## config.mk

```make
export PLATFORM = sky130hd
export DESIGN_NAME = phys_reg_free_list_flat
export DESIGN_NICKNAME = d
export VERILOG_FILES = /design/src/rtl/rename_pkg.sv /design/src/rtl/phys_reg_free_list_if.sv /design/src/rtl/lowest_free_finder.sv /design/src/rtl/phys_reg_free_list.sv /design/src/flat_wrapper.sv
export SDC_FILE = /design/constraint.sdc
export NUM_CORES = 1
export LEC_CHECK = 0
export BUFFER_PORTS_ARGS = -buffer_cell sky130_fd_sc_hd__buf_2
export CORE_ASPECT_RATIO = 1.5
export CORE_UTILIZATION = 58
export CTS_BUF_LIST = sky130_fd_sc_hd__clkbuf_8 sky130_fd_sc_hd__clkbuf_16
export DETAILED_ROUTE_END_ITERATION = 8
export PLACE_DENSITY_LB_ADDON = 0.12
export SYNTH_ARGS = -nofsm -noshare
export SYNTH_HDL_FRONTEND = slang
export SYNTH_SLANG_ARGS = --single-unit
```

## constraint.sdc

```tcl
create_clock -name clk -period 9.3 [get_ports clk]
set_input_delay 1.86 -clock clk [delete_from_list [all_inputs] [get_ports clk]]
set_output_delay 1.86 -clock clk [all_outputs]
set_load 0.01 [all_outputs]
```

## src/rtl/rename_pkg.sv

```systemverilog
// Shared rename-path definitions: physical register pool sizing and the
// register/mask types used by the free list and its priority encoder.
package rename_pkg;

    localparam int PREG_NUM = 64;                   // power of two
    localparam int AREG_NUM = 32;                   // identity-mapped at reset
    localparam int PREG_W   = $clog2(PREG_NUM);
    localparam int CNT_W    = PREG_W + 1;           // must be able to hold PREG_NUM

    typedef logic [PREG_W-1:0]   preg_t;
    typedef logic [PREG_NUM-1:0] preg_mask_t;
    typedef logic [CNT_W-1:0]    count_t;

    // Free bitmap after reset: architectural pregs (including $zero) are busy.
    function automatic preg_mask_t reset_mask();
        preg_mask_t m;
        for (int i = 0; i < PREG_NUM; i++) begin
            m[i] = (i >= AREG_NUM);
        end
        return m;
    endfunction

endpackage

```

## src/rtl/phys_reg_free_list_if.sv

```systemverilog
// Rename/commit side bundle of the physical register free list.
// master = rename/commit logic driving requests, slave = the free list.
interface phys_reg_free_list_if;
    import rename_pkg::*;

    logic   alloc_req;
    logic   alloc_gnt;
    preg_t  alloc_preg;
    logic   rel_valid;
    preg_t  rel_preg;
    count_t free_count;
    logic   empty;
    logic   err_double_free;
    logic   ckpt_save;
    logic   ckpt_restore;
    logic   ckpt_valid;

    modport master (
        output alloc_req, rel_valid, rel_preg, ckpt_save, ckpt_restore,
        input  alloc_gnt, alloc_preg, free_count, empty, err_double_free, ckpt_valid
    );

    modport slave (
        input  alloc_req, rel_valid, rel_preg, ckpt_save, ckpt_restore,
        output alloc_gnt, alloc_preg, free_count, empty, err_double_free, ckpt_valid
    );

endinterface

```

## src/rtl/lowest_free_finder.sv

```systemverilog
// Combinational priority encoder: returns the lowest set bit of a preg mask.
module lowest_free_finder
    import rename_pkg::*;
(
    input  preg_mask_t mask,
    output logic       found,
    output preg_t      preg
);

    // lower_any[k] = some bit below position k is set
    logic [PREG_NUM:0]   lower_any;
    logic [PREG_NUM-1:0] onehot;

    assign lower_any[0] = 1'b0;

    generate
        for (genvar gi = 0; gi < PREG_NUM; gi++) begin : g_chain
            assign onehot[gi]      = mask[gi] & ~lower_any[gi];
            assign lower_any[gi+1] = lower_any[gi] | mask[gi];
        end
    endgenerate

    assign found = lower_any[PREG_NUM];

    // One-hot to binary: at most one term is non-zero
    always_comb begin
        preg = '0;
        for (int i = 0; i < PREG_NUM; i++) begin
            if (onehot[i]) begin
                preg = preg | preg_t'(i);
            end
        end
    end

endmodule

```

## src/rtl/phys_reg_free_list.sv

```systemverilog
// Free list for the physical register pool. Grants the lowest free preg to
// rename each cycle, reclaims one preg per cycle from commit, and keeps a
// registered free bitmap, free count and empty flag.
// Optional branch checkpoint/rollback is built when FREE_LIST_CKPT_EN is defined.
module phys_reg_free_list
    import rename_pkg::*;
(
    input  logic                 clk,
    input  logic                 rst_n,
    phys_reg_free_list_if.slave  bus
);

    preg_mask_t bitmap_reg, bitmap_next;
    count_t     free_count_reg, free_count_next;
    logic       empty_reg, empty_next;
    logic       err_reg, err_next;

    logic       found;
    preg_t      sel_preg;
    logic       gnt;
    logic       rel_en;
    logic       dbl_free;
    logic       restore_en;
    logic       gnt_block;
    preg_mask_t restore_map;

    lowest_free_finder u_finder (
        .mask  (bitmap_reg),
        .found (found),
        .preg  (sel_preg)
    );

    // Released pregs are only visible next cycle, so grant looks at bitmap_reg alone
    assign gnt    = bus.alloc_req & ~empty_reg & found & ~gnt_block;
    assign rel_en = bus.rel_valid & (bus.rel_preg != '0);

`ifdef FREE_LIST_CKPT_EN
    preg_mask_t shadow_reg;
    preg_mask_t rel_since_reg;
    logic       ckpt_valid_reg;

    assign restore_en  = bus.ckpt_restore & ckpt_valid_reg;
    assign restore_map = shadow_reg | rel_since_reg;
    assign gnt_block   = bus.ckpt_restore;

    // Snapshot register; restore wins over save, and a restore drops any save
    always_ff @(posedge clk or negedge rst_n) begin
        if (!rst_n) begin
            shadow_reg     <= '0;
            rel_since_reg  <= '0;
            ckpt_valid_reg <= 1'b0;
        end else if (bus.ckpt_restore) begin
            if (ckpt_valid_reg) begin
                ckpt_valid_reg <= 1'b0;
            end
        end else if (bus.ckpt_save) begin
            shadow_reg     <= bitmap_next;
            rel_since_reg  <= '0;
            ckpt_valid_reg <= 1'b1;
        end else if (ckpt_valid_reg && rel_en) begin
            rel_since_reg[bus.rel_preg] <= 1'b1;
        end
    end

    assign bus.ckpt_valid = ckpt_valid_reg;
`else
    logic unused_ckpt;

    assign unused_ckpt    = bus.ckpt_save ^ bus.ckpt_restore;
    assign restore_en     = 1'b0;
    assign restore_map    = '0;
    assign gnt_block      = 1'b0;
    assign bus.ckpt_valid = 1'b0;
`endif

    // Next bitmap: optional rollback, then grant and release on top; count follows
    always_comb begin
        dbl_free        = rel_en & bitmap_reg[bus.rel_preg];
        bitmap_next     = restore_en ? restore_map : bitmap_reg;
        if (gnt) begin
            bitmap_next[sel_preg] = 1'b0;
        end
        if (rel_en && !dbl_free) begin
            bitmap_next[bus.rel_preg] = 1'b1;
        end
        bitmap_next[0]  = 1'b0;         // $zero is never free
        err_next        = err_reg | dbl_free;
        free_count_next = '0;
        for (int i = 0; i < PREG_NUM; i++) begin
            free_count_next = free_count_next + count_t'(bitmap_next[i]);
        end
        empty_next      = (free_count_next == '0);
    end

    // State registers
    always_ff @(posedge clk or negedge rst_n) begin
        if (!rst_n) begin
            bitmap_reg     <= reset_mask();
            free_count_reg <= count_t'(PREG_NUM - AREG_NUM);
            empty_reg      <= (PREG_NUM == AREG_NUM);
            err_reg        <= 1'b0;
        end else begin
            bitmap_reg     <= bitmap_next;
            free_count_reg <= free_count_next;
            empty_reg      <= empty_next;
            err_reg        <= err_next;
        end
    end

    assign bus.alloc_gnt       = gnt;
    assign bus.alloc_preg      = sel_preg;
    assign bus.free_count      = free_count_reg;
    assign bus.empty           = empty_reg;
    assign bus.err_double_free = err_reg;

endmodule

```

## src/flat_wrapper.sv

```systemverilog
// flat-port wrapper written by rule: the top's interface ports become plain ports
module phys_reg_free_list_flat import rename_pkg::*;
  (clk, rst_n, bus_alloc_req, bus_rel_valid, bus_rel_preg, bus_ckpt_save, bus_ckpt_restore, bus_alloc_gnt, bus_alloc_preg, bus_free_count, bus_empty, bus_err_double_free, bus_ckpt_valid);
  phys_reg_free_list_if bus_i ();
  input  logic clk;
  input  logic rst_n;
  input wire logic [$bits(bus_i.alloc_req)-1:0] bus_alloc_req;
  input wire logic [$bits(bus_i.rel_valid)-1:0] bus_rel_valid;
  input wire logic [$bits(bus_i.rel_preg)-1:0] bus_rel_preg;
  input wire logic [$bits(bus_i.ckpt_save)-1:0] bus_ckpt_save;
  input wire logic [$bits(bus_i.ckpt_restore)-1:0] bus_ckpt_restore;
  output wire logic [$bits(bus_i.alloc_gnt)-1:0] bus_alloc_gnt;
  output wire logic [$bits(bus_i.alloc_preg)-1:0] bus_alloc_preg;
  output wire logic [$bits(bus_i.free_count)-1:0] bus_free_count;
  output wire logic [$bits(bus_i.empty)-1:0] bus_empty;
  output wire logic [$bits(bus_i.err_double_free)-1:0] bus_err_double_free;
  output wire logic [$bits(bus_i.ckpt_valid)-1:0] bus_ckpt_valid;
  assign bus_i.alloc_req = bus_alloc_req;
  assign bus_i.rel_valid = bus_rel_valid;
  assign bus_i.rel_preg = bus_rel_preg;
  assign bus_i.ckpt_save = bus_ckpt_save;
  assign bus_i.ckpt_restore = bus_ckpt_restore;
  assign bus_alloc_gnt = bus_i.alloc_gnt;
  assign bus_alloc_preg = bus_i.alloc_preg;
  assign bus_free_count = bus_i.free_count;
  assign bus_empty = bus_i.empty;
  assign bus_err_double_free = bus_i.err_double_free;
  assign bus_ckpt_valid = bus_i.ckpt_valid;
  phys_reg_free_list u_core (.clk(clk), .rst_n(rst_n), .bus(bus_i));
endmodule
```

==> results of run 1 <==
synthesized netlist by cell type (8+ instances only):
| master | count | area share (%) |
|---|---|---|
| o211ai_1 | 14 | 1.5 |
| or4_1 | 14 | 1.5 |
| nand2_1 | 41 | 2.1 |
| inv_1 | 91 | 4.7 |
| buf_2 | 13 | 0.90 |
| o22ai_1 | 8 | 0.69 |
| or3_1 | 14 | 1.2 |
| o21ai_0 | 56 | 3.9 |
| dfrtp_1 | 39 | 14 |
| a31oi_1 | 18 | 1.6 |
| a211oi_1 | 8 | 0.83 |
| dfstp_2 | 33 | 12 |
| mux2i_1 | 8 | 1.1 |
| nand3_1 | 23 | 1.6 |
| nor4_1 | 16 | 1.4 |
| o31ai_1 | 18 | 1.9 |
| and3_1 | 9 | 0.78 |
| clkbuf_1 | 19 | 0.99 |
| a21oi_1 | 23 | 1.6 |
| fa_1 | 53 | 15 |
| nor3_1 | 31 | 2.1 |
| nor2_1 | 43 | 2.2 |
| nand4_1 | 15 | 1.3 |
| ha_1 | 17 | 2.9 |
layer usage:
metal	overflow	track usage, %
met5	0	0.794
met1	0	64.4
met2	5	87.7
met4	0	63.4
met3	0	34.0
stage by stage:
step	hold WS [ns]	setup slack [ns]	util (%)
after CTS	0.477	-0.499	80.5
after floorplan	0.491	-0.388	-
after detailed placement	0.458	-1.21	76.0
after global placement	0.456	-1.02	76.0
cells by family after synthesis:
group / count (synthesis) / synth area share, %
simple gates: 269 / 21.6
compound gates: 245 / 24.8
buf+inv: 131 / 7.39
flops: 72 / 25.5
fa+ha+maj: 70 / 17.6
mux: 15 / 2.51
xor+xnor: 4 / 0.485
other cells: 1 / 0.0519
what timing repair did:
item	CTS
pin swaps	35
gates cloned	1
setup endpoints to repair	7
buffers inserted	22
resized for setup	31
hold endpoints to repair	0
==> results.json, run 1 <==
{
  "avgSynthCellArea_um2": 8.96,
  "synth_flop_cell": "dfrtp_1",
  "ios": 29,
  "port_buffers": 25,
  "ys_ff_latch": 72,
  "synth_cells": 807,
  "lastStage": "global routing",
  "status": "did not finish",
  "gp_congestion": 1.13,
  "grt_max_degree": 73,
  "initial_core_util_pct": 59.8,
  "syn-cell-area_mm2": 0.00723,
  "cts-root-buf": "clkbuf_16",
  "placed_area_mm2": 0.00918,
  "worst-ep-kind": "register input",
  "synth.yosys.seq_area_share_pct": 25.5,
  "cts_max_level": 3,
  "row_count": 49,
  "yosys_warnings": 0,
  "synth_edf_count": 0,
  "cts_buffer_depth": 2,
  "grtUsageTotal_pct": 62.9,
  "die_h_um": 139,
  "syn_nets": 889,
  "worstEndpointGrtRepair": "u_core.bus.empty$_DFF_PN0_/D",
  "dp.cells": 1176,
  "grt_overflow": 5,
  "clock_sinks": 72,
  "synth.distinct_cells": 93,
  "error_line": "[ERROR GRT-0232] Routing congestion too high. Check the congestion heatmap in the GUI.",
  "numCtsBuffers": 9,
  "synthArstFlopShare_pct": 100,
  "hold_buffers": 0,
  "die_x_um": 93.1,
  "dp_hpwl_mm": 27.0
}
==> inputs of run 2 (changes only) <==
Settings changed: CORE_ASPECT_RATIO 1.5 to unset, CORE_UTILIZATION 58 to 40, CTS_BUF_LIST sky130_fd_sc_hd__clkbuf_8 sky130_fd_sc_hd__clkbuf_16 to unset, PLACE_DENSITY_LB_ADDON 0.12 to 0.15.
Clock period 9.3 ns to 12.09 ns, I/O delays scaled along.
==> run 2 against run 1 <==
Net effect:
- the flow now finishes without violations
- area after synthesis unchanged
- synthesized cell count unchanged
==> results.json, run 2 <==
{
  "multiInputGateArea_mm2": 0.00487,
  "synth_edf_count": 0,
  "slowest_stage": "nor2b_1",
  "clock_sinks": 72,
  "via_per_inst": 6.65,
  "dr.first_iter.drc_count": 979,
  "drv_slew": 0,
  "yosys.area_share.simple_pct": 21.6,
  "synth.most_common_cell": "inv_1",
  "grtUsageTotal_pct": 31.9,
  "area_growth_pct": 9.78,
  "dieArea_mm2": 0.0186,
  "endpoint_kind": "flop",
  "synth-xor-area-share_pct": 0.485,
  "numCtsBuffers": 9,
  "fin_crit_sh_pct": 93.3,
  "die_x_um": 136,
  "firstDrtPassIters": 6,
  "relSlewSlack_pct": 25.9,
  "fmax_mhz": 88.7,
  "clkTransAtPathRegs_ns": 0.06,
  "synth_compound_area_share_pct": 24.8,
  "avgSynthCellArea_um2": 8.96,
  "yosys_warnings": 0,
  "gp_congestion": 0.996,
  "finalHoldViolations": 0,
  "synth_top_area_share_pct": 14.7,
  "n_antenna_cell": 0,
  "grt_pass1_vias": 6771,
  "drive_gt1_share_pct": 16.7,
  "syn-cell-area_mm2": 0.00723,
  "n_fill_cell": 1764,
  "finClkSkew_ns": 0.0111,
  "synth_top_family_by_area": "compound AO/OA/AOI/OAI gates",
  "cts_resized": 0,
  "wl_per_cell_um": 26.8,
  "syn_nets": 889,
  "final_nets": 904,
  "synth.yosys.seq_area_share_pct": 25.5,
  "crit_fanout": 19,
  "largest_register_ffs": 63,
  "route.antenna.remaining_nets": 0,
  "initial_core_util_pct": 41.4,
  "crit_arrival_ns": 11.52,
  "placed_area_mm2": 0.00761,
  "hold_buffers": 0,
  "final_common_cell": "inv_1",
  "fin_setup_tns_ns": 0,
  "vias": 6997,
  "row_count": 48,
  "status": "finished clean",
  "crit_required_ns": 12.33,
  "synth_cells": 807,
  "critical_path.most_common_cell": "fa_1",
  "cts_setup_buffers": 0,
  "hold_path_class": "flop to flop",
  "fp.coreArea_mm2": 0.0175,
  "cpPeakStageDelay_ns": 0.69,
  "antenna_found_initial": 0,
  "die_h_um": 136,
  "fin_ws_ns": 0.811,
  "regArea_mm2": 0.00184,
  "yosysTopAreaCell": "fa_1",
  "synth.distinct_cells": 93,
  "port_buffers": 25,
  "ios": 29,
  "cts_buffer_depth": 2,
  "rsz0062_at_grt": "no",
  "synth_mux_area_share_pct": 2.51,
  "grt_overflow": 0,
  "place_ws_ns": 0.548,
  "synth_flop_cell": "dfrtp_1",
  "critical_path_class": "input port to flop",
  "cts-root-buf": "clkbuf_16",
  "clk_latency_ns": 0.36,
  "synthArstFlopShare_pct": 100,
  "synthAdderAreaFrac_pct": 17.6,
  "drc": 0,
  "routed_wl_mm": 28.1,
  "yosys-top-cells-count": "inv_1 (91), o21ai_0 (56), fa_1 (53)",
  "final_cell_mix": "inv_1 (91), o21ai_0 (56), fa_1 (53), nor2_1 (43), nand2_1 (41)",
  "setup-violations-final": 0,
  "start_kind": "input port",
  "dp_hpwl_mm": 21.4,
  "period_needed_ns": 11.28,
  "cts_tree": "yes",
  "max-cap-violations": 0,
  "ys_ff_latch": 72,
  "synth_area_leaders": "fa_1 (15%), dfrtp_1 (14%), dfstp_2 (12%)",
  "final_cell_area_mm2": 0.00793,
  "cts_max_level": 3,
  "worst-slew-pin-transition_ns": 1.10,
  "grt_max_degree": 73,
  "grt_pass1_wl_mm": 42.6
}
[run 2: per-layer routing]
layer  vias to the layer above  GRT usage [%]  wire length, µm
met5                         -              0                0
met4                         0           14.8             1330
met3                        84           5.56             2910
met2                       443           47.0            12200
met1                      3428           45.2            11700
li1                       3042              -                -
[run 2: layout make-up]
type,count,share of cell area [%]
Clock inverter,6,1.17
Sequential cell,72,23.2
Multi-Input combinational cell,604,61.3
Inverter,92,4.35
Timing Repair Buffer,43,3.47
Tap cell,225,3.55
Clock buffer,10,2.89
[run 2: worst paths after layout]
kind	from	end	slack [ns]	depth (start not counted)
min in group asynchronous	rst_n	u_core.bus.err_double_free$_DFF_PN0_	2.24	1
max in group asynchronous	rst_n	u_core.bus.free_count[1]$_DFF_PN0_	9.25	1
setup / recovery	bus_rel_preg[1]	u_core.bus.empty$_DFF_PN0_	0.81	32
hold / removal	u_core.bus.err_double_free$_DFF_PN0_	u_core.bus.err_double_free$_DFF_PN0_	0.52	1
hold reg to reg	u_core.bus.err_double_free$_DFF_PN0_	u_core.bus.err_double_free$_DFF_PN0_	0.52	1
setup reg to reg	u_core.bitmap_reg[11]$_DFF_PN0_	u_core.bus.empty$_DFF_PN0_	1.74	29
[run 2: cells by family after synthesis]
| logic type | count (synthesis) |
|---|---|
| xor+xnor | 4 |
| simple gates | 269 |
| fa+ha+maj | 70 |
| buf+inv | 131 |
| compound gates | 245 |
| other cells | 1 |
| flops | 72 |
| mux | 15 |
[run 2: critical path, delay by kind of cell]
family / cells / cell delay [ns]
fa+ha+maj: 11 / 5.15
xor+xnor: 1 / 0.10
compound gates: 5 / 0.88
simple gates: 8 / 2.00
buf+inv: 7 / 0.96
[run 2: metrics by stage]
stage                     cells  utilization (%)  hold slack (ns)
final                      1052             45.4            0.517
after global routing       1052             45.4            0.545
after CTS                  1052             45.4            0.522
after detailed placement   1036             43.6            0.505
after global placement     1036             43.6            0.458
after floorplan             807                -            0.491
Power of run 2 is not shown: default switching activity piles up to over one toggle a cycle in this logic, so the estimate is an artifact.
